--- config.mk ---
export PLATFORM = sky130hd
export DESIGN_NAME = dfb_sched
export DESIGN_NICKNAME = d
export VERILOG_FILES = /design/src/rtl/dfb_sched_pkg.sv /design/src/rtl/dfb_tag_fifo.sv /design/src/rtl/dfb_sched.sv
export SDC_FILE = /design/constraint.sdc
export NUM_CORES = 1
export LEC_CHECK = 0
export CAP_MARGIN = 15
export CORE_MARGIN = 3
export CORE_UTILIZATION = 35
export CTS_CLUSTER_DIAMETER = 40
export DETAILED_ROUTE_END_ITERATION = 7
export GPL_TIMING_DRIVEN = 0
export PLACE_DENSITY = 0.78
export SETUP_SLACK_MARGIN = 0.5
export SLEW_MARGIN = 20
export SYNTH_ARGS = -nofsm -noshare
export SYNTH_HDL_FRONTEND = slang
export SYNTH_HIERARCHICAL = 1
export SYNTH_SLANG_ARGS = --single-unit
export TNS_END_PERCENT = 20
--- constraint.sdc ---
create_clock -name clk -period 3.58 [get_ports clk]
set_input_delay 0.716 -clock clk [delete_from_list [all_inputs] [get_ports clk]]
set_output_delay 0.716 -clock clk [all_outputs]
set_load 0.01 [all_outputs]
--- src/rtl/dfb_sched_pkg.sv ---
// rtl/dfb_sched_pkg.sv - shared constants, types and round-robin pick for dfb_sched
package dfb_sched_pkg;

    localparam int DFB_DATA_W    = 24;
    localparam int DFB_N_CH      = 4;
    localparam int DFB_TAG_DEPTH = 8;
    localparam int RR_MAX_CH     = 16;

    typedef struct packed {
        logic       found;
        logic [3:0] idx;
    } rr_pick_t;

    // First requester at or after ptr, wrapping at n_ch; ptr < n_ch is assumed.
    function automatic rr_pick_t rr_pick(input logic [RR_MAX_CH-1:0] req,
                                         input logic [3:0]           ptr,
                                         input int                   n_ch);
        rr_pick_t pick;
        int       k;
        pick = '0;
        for (int i = 0; i < RR_MAX_CH; i++) begin
            k = int'(ptr) + i;
            if (k >= n_ch) k = k - n_ch;
            if (i < n_ch && !pick.found && req[k[3:0]]) begin
                pick.found = 1'b1;
                pick.idx   = k[3:0];
            end
        end
        return pick;
    endfunction

endpackage

--- src/rtl/dfb_tag_fifo.sv ---
// rtl/dfb_tag_fifo.sv - synchronous FIFO of channel tags for samples in flight
module dfb_tag_fifo #(
    parameter int WIDTH = 2,
    parameter int DEPTH = 8
) (
    input  logic                     clk,
    input  logic                     rstn,
    input  logic                     push,
    input  logic [WIDTH-1:0]         din,
    input  logic                     pop,
    output logic [WIDTH-1:0]         dout,
    output logic                     full,
    output logic                     empty,
    output logic [$clog2(DEPTH):0]   count
);

    localparam int AW = $clog2(DEPTH);

    logic [WIDTH-1:0] mem [DEPTH];
    logic [AW-1:0]    wr_ptr;
    logic [AW-1:0]    rd_ptr;
    logic             do_push;
    logic             do_pop;

    assign full    = (count == (AW+1)'(DEPTH));
    assign empty   = (count == '0);
    assign do_push = push && !full;
    assign do_pop  = pop && !empty;
    assign dout    = mem[rd_ptr];

    // DEPTH is a power of two, so the pointers wrap naturally.
    always_ff @(posedge clk or negedge rstn) begin
        if (!rstn) begin
            wr_ptr <= '0;
            rd_ptr <= '0;
            count  <= '0;
        end else begin
            if (do_push) wr_ptr <= wr_ptr + 1'b1;
            if (do_pop)  rd_ptr <= rd_ptr + 1'b1;
            case ({do_push, do_pop})
                2'b10:   count <= count + 1'b1;
                2'b01:   count <= count - 1'b1;
                default: count <= count;
            endcase
        end
    end

    always_ff @(posedge clk) begin
        if (do_push) mem[wr_ptr] <= din;
    end

endmodule

--- src/rtl/dfb_sched.sv ---
// rtl/dfb_sched.sv - round-robin scheduler sharing one in-order dfb chain among N_CH streams
module dfb_sched
    import dfb_sched_pkg::*;
#(
    parameter int N_CH      = DFB_N_CH,
    parameter int DATA_W    = DFB_DATA_W,
    parameter int TAG_DEPTH = DFB_TAG_DEPTH
) (
    input  logic                         clk,
    input  logic                         rstn,
    input  logic [N_CH-1:0]              s_valid,
    output logic [N_CH-1:0]              s_ready,
    input  logic [N_CH*DATA_W-1:0]       s_data,
    output logic                         dp_out_valid,
    input  logic                         dp_out_ready,
    output logic [DATA_W-1:0]            dp_out_data,
    input  logic                         dp_in_valid,
    output logic                         dp_in_ready,
    input  logic [DATA_W-1:0]            dp_in_data,
    output logic [N_CH-1:0]              m_valid,
    input  logic [N_CH-1:0]              m_ready,
    output logic [N_CH*DATA_W-1:0]       m_data,
    output logic [$clog2(TAG_DEPTH):0]   inflight,
    output logic                         err_orphan
);

    localparam int TW = $clog2(N_CH);

    rr_pick_t      pick;
    logic [TW-1:0] rr_ptr;
    logic [TW-1:0] gnt_ch;
    logic [TW-1:0] tag_head;
    logic          load;
    logic          grant;
    logic          tag_full;
    logic          tag_empty;
    logic          pop;

    // A full tag FIFO blocks issue even when a return frees a slot this cycle.
    always_comb begin
        pick    = rr_pick(RR_MAX_CH'(s_valid), 4'(rr_ptr), N_CH);
        gnt_ch  = TW'(pick.idx);
        load    = (!dp_out_valid || dp_out_ready) && !tag_full;
        grant   = load && pick.found;
        s_ready = '0;
        if (pick.found) s_ready[gnt_ch] = load;
    end

    always_ff @(posedge clk or negedge rstn) begin
        if (!rstn) begin
            dp_out_valid <= 1'b0;
            dp_out_data  <= '0;
            rr_ptr       <= '0;
        end else if (grant) begin
            dp_out_valid <= 1'b1;
            dp_out_data  <= s_data[gnt_ch*DATA_W +: DATA_W];
            rr_ptr       <= (gnt_ch == TW'(N_CH-1)) ? '0 : gnt_ch + 1'b1;
        end else if (dp_out_ready) begin
            dp_out_valid <= 1'b0;
        end
    end

    dfb_tag_fifo #(
        .WIDTH (TW),
        .DEPTH (TAG_DEPTH)
    ) u_tag_fifo (
        .clk   (clk),
        .rstn  (rstn),
        .push  (grant),
        .din   (gnt_ch),
        .pop   (pop),
        .dout  (tag_head),
        .full  (tag_full),
        .empty (tag_empty),
        .count (inflight)
    );

    // Returns are steered combinationally to the channel at the head of the tag FIFO.
    assign dp_in_ready = !tag_empty && m_ready[tag_head];
    assign pop         = dp_in_valid && dp_in_ready;
    assign m_data      = {N_CH{dp_in_data}};

    always_comb begin
        m_valid = '0;
        if (dp_in_valid && !tag_empty) m_valid[tag_head] = 1'b1;
    end

    always_ff @(posedge clk or negedge rstn) begin
        if (!rstn)                          err_orphan <= 1'b0;
        else if (dp_in_valid && tag_empty)  err_orphan <= 1'b1;
    end

endmodule

==> results of run 1 <==
registers in the layout (all words and copies together), names as in the netlist:
register and count:
u_tag_fifo/rd_ptr 3, u_tag_fifo/count 4, rr_ptr 2, err_orphan 1
dp_out_valid 1, u_tag_fifo/wr_ptr 3, u_tag_fifo/mem 16, dp_out_data 24
cell type report:
| cell class | count | area (um2) |
|---|---|---|
| buffer | 123 | 957 |
| inverter | 12 | 66.3 |
| clock inverter | 2 | 38.8 |
| fill | 1007 | 4480 |
| tap | 168 | 210 |
| timing repair buffer | 274 | 2680 |
| clock buffer | 6 | 139 |
| multi-input combinational | 283 | 2310 |
| sequential | 54 | 1430 |
metrics by stage:
stage	setup TNS (ns)	setup slack, ns	area [um2]	total power, mW
floorplan	0	0.282	4580	4.08
global placement	-2.60	-0.622	7210	5.42
detailed placement	-3.05	-0.698	7230	5.57
CTS	0	0.202	7790	6.87
global route	0	0.0794	7840	7.40
finish	0	0.168	7840	6.91
worst min path at each step:
stage | cells past startpoint | endpoint | startpoint
6_report | 1 | dp_out_data[8] | rstn
3_5_place_dp | 1 | err_orphan | err_orphan
5_1_grt | 1 | dp_out_data[8] | rstn
2_1_floorplan | 0 | dp_out_data[0] | rstn
4_1_cts | 1 | dp_out_data[10] | rstn
3_3_place_gp | 1 | err_orphan | err_orphan
layer usage:
metal  routed length (um)  vias to the layer above
met5                    0                        -
met4                  162                        0
met3                 1180                       12
met2                 9110                      173
met1                 6020                     2154
li1                     -                     2118
kinds of logic after synthesis:
kind of cell / synth area share, %
AND/OR/NAND/NOR: 20.4
AO/OA/AOI/OAI: 16.2
adder cells (fa/ha/maj): 4.04
buffers and inverters: 21.1
flip-flops: 31.6
XOR/XNOR: 1.16
multiplexers: 5.44
where the power goes:
part / total, mW / switching (mW) / internal, mW
clock network: 0.578 / 0.226 / 0.352
logic: 5.14 / 2.54 / 2.59
registers: 1.20 / 0.221 / 0.975
total: 6.91 / 2.99 / 3.92
repair_timing:
action	4_1_cts	5_1_grt
pin swaps	15	4
endpoints found under the setup margin	10	12
setup buffers	27	4
resized for setup	72	6
worst max-delay path, delay by kind of cell, from the launching register on:
family	cells	cell delay (ns)
AOI/OAI and AO/OA	3	0.60
buffers and inverters	5	0.55
and+or+nand+nor	3	0.50
DFF	1	0.42
adders and majority gates	2	0.33
Yosys cell counts, types with 5 or more instances:
master and count:
sky130_fd_sc_hd__buf_2 6, sky130_fd_sc_hd__nor2_1 8, sky130_fd_sc_hd__ha_1 13, sky130_fd_sc_hd__clkbuf_1 9
sky130_fd_sc_hd__xnor2_1 5, sky130_fd_sc_hd__nand3_1 5, sky130_fd_sc_hd__inv_1 11, sky130_fd_sc_hd__mux2_2 6
sky130_fd_sc_hd__mux4_2 5, sky130_fd_sc_hd__a211oi_2 21, sky130_fd_sc_hd__and3_1 49, sky130_fd_sc_hd__and2_1 5
sky130_fd_sc_hd__nor3b_1 5, sky130_fd_sc_hd__buf_6 10, sky130_fd_sc_hd__dfrtp_1 38, sky130_fd_sc_hd__nand2_1 82
sky130_fd_sc_hd__buf_4 98, sky130_fd_sc_hd__o31ai_2 24, sky130_fd_sc_hd__edfxtp_1 16
==> flow_results.org, run 1 <==
** Routing
- Post-detailed-route count of antenna-violating nets :: 0
- Total wirelength of the detailed-routed design :: 16500 um
- Total via count after detailed routing :: 4457
- After detailed routing, the number of remaining DRC violations is 0.
- Dividing the detail-routed wire length by the instance count gives 17.9 um.
- Number of search-and-repair iterations in the first detailed-routing pass :: 5
- Iteration-0 DRC Markers :: 153
- Dividing the detail-routed via count by the number of cells gives 4.83.

** Timing
- Measured against its own limit, the worst slew margin works out to 44.9%.
- In the finished design, the share of the clock period the worst path needs comes to 95.3%.
- Setup repair after global routing could not meet its margin everywhere.
- The final count of pins violating max slew came to 0.
- The number of hold violations in the final report came to 0.
- After layout, the minimum clock period comes to 3.41 ns.
- Setup violations remaining at the end of the flow were counted as 0.
- Final worst hold slack :: 0.355 ns
- Clock skew :: 0.00621 ns
- Based on the critical path, the design can be clocked at up to 0.293 GHz.
- At the pin with the least slew margin, the transition time is 0.826 ns.

** Worst setup path
- The worst register-to-register path has a depth of 12.
- The worst setup path is captured at an output pin.
- The startpoint identified for the worst register-to-register timing path is u_tag_fifo/rd_ptr[0].
- Ordered cell list for the critical path :: buf_6 -> ha_2 -> nand2b_1 -> a211o_1 -> o31a_1 -> o221ai_1 -> and4b_1 -> buf_6 -> buf_12 -> inv_8 -> ha_4 -> and2_1 -> buf_2
- Among all stages on the critical path, the largest delay is contributed by sky130_fd_sc_hd__dfrtp_1.
- FF-to-FF setup slack :: 0.20 ns
- Endpoint of the worst setup timing path :: s_ready[2]
- Worst setup path start :: rr_ptr[0]
- Most used cell along the critical path :: sky130_fd_sc_hd__buf_6
- Required time of the critical path :: 2.86 ns
- Of all nets on the critical path, the largest fanout is 6.
- The critical path is of the flop to output pin type.
- The endpoint identified for the worst register-to-register timing path is u_tag_fifo/count[3].
- STA puts the critical path data arrival time at 2.70 ns.
- Worst path max stage delay :: 0.42 ns
- The worst setup path is launched from a flop.

** CTS
- Clock-pin slew reported for the worst setup and hold paths after clock tree synthesis :: 0.07 ns
- Clock net sink count :: 54
- Cts bufs inserted :: 5
- The tree is rooted in a sky130_fd_sc_hd__clkbuf_16.
- Source-to-sink clock delay at the later pin of the worst-skew pair :: 0.29 ns
- The H-tree generated during clock tree synthesis spans 2 levels.
- Buffers inserted to repair hold after CTS numbered 0.
- Number of buffers between clock root and the deepest sink :: 2
- TritonCTS built the clock tree.

** Place
- Summed over all nets, the half-perimeter wirelength after detailed placement is 12700 um.
- Cell Count Post-Placement :: 883
- During placement, the flow inserted port buffers numbering 242.
- Placer Congestion :: 0.806

** Floorplanning
- Floorplan row count :: 40
- The die is 120 um tall.
- The floorplan step defined a die boundary enclosing 14300 um2.
- Boundary pin count :: 267
- For this configuration, the core starts out at a cell density of 36.8%.
- Die boundary width :: 120 um
- In this run the standard cell core region covers 12300 um2.

** Flow run
- # Max-Cap Violations :: 0

** Outcome
- Result of the run :: finished clean

** Cells and area
- The net count of the finished layout is 899.
- Antenna fix cells :: 0
- Post-layout utilization of the core :: 63.6%
- Commonest non-fill, non-tap cells in the layout :: 232 x sky130_fd_sc_hd__clkdlybuf4s50_1, 123 x sky130_fd_sc_hd__buf_4, 82 x sky130_fd_sc_hd__nand2_1
- Non-filler cells in the finished layout :: 922
- Leading cell type in the layout, fill and taps excluded :: sky130_fd_sc_hd__clkdlybuf4s50_1
- In the final layout, the share of cells above drive strength 1 is 33.3%.
- P&R area growth vs syn :: 73.1%

** Logic synthesis
- In the synthesized netlist the dominant register cell turns out to be sky130_fd_sc_hd__dfrtp_1.
- Summing every instance area after synthesis gives 4530 um2.
- Yosys printed 6 warnings.
- Yosys mapped the design onto 53 distinct sky130hd cell types.
- After synthesis the netlist holds a flip-flop and latch count of 54.
- The number of nets handed over by synthesis was 618.
- After synthesis, the share of flip-flops with an asynchronous set or reset is 70.4%.
- After synthesis, the largest area contributor takes up 21.0% of total cell area.
- Sequential cells were found to cover 31.6% of the synthesized design area.
- Main area contributors after synthesis :: sky130_fd_sc_hd__dfrtp_1 21%, sky130_fd_sc_hd__buf_4 16%, sky130_fd_sc_hd__edfxtp_1 11%, sky130_fd_sc_hd__nand2_1 6.8%, sky130_fd_sc_hd__and3_1 6.8%
- Synth Area per Inst :: 9.59 um2
- Number of flops mapped to enable cells by yosys :: 16
- Count of mapped cells out of synthesis :: 472
- Largest area contributor in the synthesized netlist :: sky130_fd_sc_hd__dfrtp_1

** Global routing
- For met1 alone, demand over resource in global routing was 24.5%.
- The number of antenna violations at the first check in global routing was 0.
- Via count of the first global-routing pass :: 4830
- Met3 usage in global routing :: 5.70%
- Entering global routing, the biggest net connects 24 pins.
- met2 is the most crowded layer.
- Global-route wire length before repair :: 25100 um
- Global-route track usage on met2 :: 42.8%
- For this run the aggregate overflow at the end of global routing stands at 0.
- Overall Global Routing Usage :: 22.2%

** Power
- Power density over the cells :: 882 nW/um2
- The analysis attributes to cell leakage a power of 3.37 nW.
- Peak ir drop on the vdd network :: 441 uV

** Min path
- Worst hold-check path type :: input port to async pin
Note: power is estimated with default switching activity, not from simulation.
==> run 2: changes to the inputs <==
--- a/config.mk
+++ b/config.mk
@@ -5,7 +5,6 @@
 export SDC_FILE = /design/constraint.sdc
 export NUM_CORES = 1
 export LEC_CHECK = 0
-export CAP_MARGIN = 15
 export CORE_MARGIN = 3
 export CORE_UTILIZATION = 35
 export CTS_CLUSTER_DIAMETER = 40
==> results of run 2 <==
The final DEF is identical to that of run 1; final timing and power are the same.
==> run 3: changes to the inputs <==
--- a/config.mk
+++ b/config.mk
@@ -6,11 +6,12 @@
 export NUM_CORES = 1
 export LEC_CHECK = 0
 export CORE_MARGIN = 3
-export CORE_UTILIZATION = 35
+export CORE_UTILIZATION = 39
+export CTS_BUF_LIST = sky130_fd_sc_hd__clkbuf_4
 export CTS_CLUSTER_DIAMETER = 40
 export DETAILED_ROUTE_END_ITERATION = 7
 export GPL_TIMING_DRIVEN = 0
-export PLACE_DENSITY = 0.78
+export PLACE_DENSITY = 0.83
 export SETUP_SLACK_MARGIN = 0.5
 export SLEW_MARGIN = 20
 export SYNTH_ARGS = -nofsm -noshare
==> constraint.sdc (replaced) <==
create_clock -name clk -period 3.3 [get_ports clk]
set_input_delay 0.66 -clock clk [delete_from_list [all_inputs] [get_ports clk]]
set_output_delay 0.66 -clock clk [all_outputs]
set_load 0.01 [all_outputs]
==> flow_results.org, run 3 (synthesis results as in run 1) <==
** Global routing
- Number of antenna violations at the first check in global routing :: 1
- The first global-routing pass estimated 24500 um of wire.
- Overall Global Routing Usage :: 24.0%
- Global-route congestion overflow total :: 0
- Via count of the first global-routing pass :: 4768
- Entering global routing, the biggest net connects 21 pins.

** Timing
- The final count of pins violating max slew came to 0.
- Across the routed clock network, the largest skew measured is 0.0146 ns.
- The worst pin sits at a relative slew slack of 45.0%.
- Count of final hold-check violations :: 0
- In the post-route analysis, the smallest setup slack over all paths is -0.120 ns.
- Post-layout min period :: 3.42 ns
- Setup violations remaining at the end of the flow were counted as 5.
- Based on the critical path, the design can be clocked at up to 0.292 GHz.
- Final critical-path share of the clock period :: 104%
- Final sum of negative setup slack :: -0.344 ns
- Setup repair after global routing could not meet its margin everywhere.
- Tightest Pin Transition :: 0.825 ns

** CTS
- TritonCTS clock tree :: done
- Clock H-tree levels :: 2
- The longest clock path from root to sink contains 2 buffers.
- Cell chosen for the clock root :: sky130_fd_sc_hd__clkbuf_4
- Clock-pin slew was measured on the worst setup and hold paths at 0.17 ns.
- Cts bufs inserted :: 5
- Clock net sink count :: 54
- In this run, post-CTS hold repair placed 0 buffers.
- Source-to-sink clock delay at the later pin of the worst-skew pair :: 0.38 ns

** Worst setup path
- STA classifies the critical path startpoint as a flop.
- R2R Path Start :: u_tag_fifo/rd_ptr[0]
- Data on the critical path is required at its endpoint by 3.58 ns.
- Maximum fanout encountered on the critical timing path :: 5
- Reg-to-Reg End :: u_tag_fifo/count[3]
- On the worst path, the slowest cell contributes a delay of 0.53 ns.
- Ordered cell list for the critical path :: buf_6 -> mux4_2 -> mux2_4 -> mux4_2 -> and2_4 -> o41ai_4 -> inv_2 -> ha_4 -> ha_4 -> or4b_4 -> o311ai_4 -> o211ai_1
- Kind of critical path :: flop to flop
- The worst setup path is captured at a flop.
- The setup check on the worst reg-to-reg path leaves a slack of -0.12 ns.
- At the worst endpoint, the arrival time is 3.70 ns.
- Worst reg-to-reg path cell count :: 12
- On the critical path, the stage with the largest delay is an instance of sky130_fd_sc_hd__or4b_4.

** Cells and area
- P&R area growth vs syn :: 73.7%
- After routing the design area is 7860 um2.
- Across the whole layout, storage elements account for 1430 um2.
- Commonest non-fill, non-tap cells in the layout :: 228 x sky130_fd_sc_hd__clkdlybuf4s50_1, 126 x sky130_fd_sc_hd__buf_4, 82 x sky130_fd_sc_hd__nand2_1
- Largest registers :: dp_out_data x24, u_tag_fifo/mem x16, u_tag_fifo/count x4
- The repair_antennas step left the layout with diodes totalling 0.
- The library cell used most frequently in the layout, excluding fill and tap cells, is sky130_fd_sc_hd__clkdlybuf4s50_1.
- Counting flops per register, the top entry is dp_out_data.
- Fraction of layout cells with a size suffix above 1 :: 36.3%
- Max reg flops :: 24
- The layout has 788 filler cells.
- Nets :: 902
- For this run, the share of the core covered by cells in the final layout is 71.0%.
- Footprint of the multi-input gates :: 2460 um2

** Routing
- For this block, the initial DRC count from the detailed router was 171.
- The count of nets left with antenna violations once routing finished came out at 0.
- The first TritonRoute pass finished after 4 iterations.
- Using the TritonRoute via totals, the vias-per-cell ratio works out to 4.98.
- Total wirelength of the detailed-routed design :: 16200 um
- Total via count after detailed routing :: 4464
- In the final routed layout, each cell accounts on average for 18.0 um.
- DRC violations left :: 0

** Place
- Input and output buffers added on the ports amount to 242.
- Detailed placement HPWL :: 12700 um
- Routability-driven placement finished with a final weighted congestion of 0.862.
- After detailed placement, the total cell area comes to 7200 um2.
- At the placement stage, the worst setup path has a slack of -0.820 ns.

** Floorplanning
- Die boundary width :: 114 um
- Area of the die :: 12900 um2
- The die is 114 um tall.
- Boundary pin count :: 267
- The initial utilization of the core area, before any placement, comes to 40.9%.
- Floorplan row count :: 38
- Area inside the core boundary :: 11100 um2

** Min path
- The tightest min-delay check is of the input port to async pin type.

** Flow run
- Across the run, the number of max-cap violations was 0.

** Outcome
- The checks that failed: negative setup slack.
- The flow ran to the end, but the final reports show violations.

** Power
- Power spread over the standard cell area amounts to 959 nW/um2.
- VDD sags by at most 605 uV.
- In this run the static leakage power is 3.38 nW.
-- run 3: changes by cell type in the layout (fill, tap and decap cells not counted), sizes merged --
| cell | delta |
|---|---|
| clkdlybuf4s15 | -1 |
| clkbuf | -1 |
| clkdlybuf4s50 | -4 |
| dlygate4sd2 | +2 |
| buf | +7 |
-- run 3: where the power goes --
part	leakage, nW	switching (mW)	internal (mW)
clock network	0.0419	0.219	0.168
registers	0.598	0.260	1.05
logic	2.74	2.87	2.97
-- run 3: worst max-delay path by stage --
stage / to / startpoint / cells after the start
CTS: u_tag_fifo/count[3] / u_tag_fifo/rd_ptr[0] / 12
floorplan: u_tag_fifo/count[3] / u_tag_fifo/rd_ptr[0] / 12
finish: u_tag_fifo/count[3] / u_tag_fifo/rd_ptr[0] / 12
global placement: s_ready[2] / s_valid[1] / 12
detailed placement: s_ready[0] / s_valid[1] / 12
global route: s_ready[0] / rr_ptr[0] / 12
-- run 3: worst max-delay path: cells and delay by family (launching register included) --
family                     cells  cell delay [ns]
DFF                            1             0.41
AOI/OAI and AO/OA              3             0.28
muxes                          3             1.24
buffers and inverters          2             0.23
adders and majority gates      2             0.43
and+or+nand+nor                2             0.72
-- run 3: per-layer routing --
layer	GRT usage (%)	share of wire, %
met1	26.0	35
met2	44.2	54
met3	7.53	8.2
met4	7.77	2.1
met5	0	0.080
-- run 3: metrics by stage --
stage,total power [mW],hold WS [ns],instances
floorplan,4.42,0.364,472
global placement,5.87,0.437,854
detailed placement,6.01,0.471,855
CTS,6.93,0.230,883
global route,8.08,0.229,897
finish,7.54,0.228,897
-- run 3: final cells by class --
type | count | area share (%)
multi-input combinational | 283 | 31.3
sequential | 54 | 18.2
tap | 140 | 2.23
clock buffer | 6 | 0.573
clock inverter | 2 | 0.477
timing repair buffer | 277 | 34.0
buffer | 123 | 12.4
inverter | 12 | 0.796
-- run 3: what timing repair did --
action / 4_1_cts / 5_1_grt
cloned: 0 / 0
buffers inserted: 20 / 14
endpoints found under the setup margin: 41 / 27
pin swaps: 15 / 20
resized for setup: 86 / 42
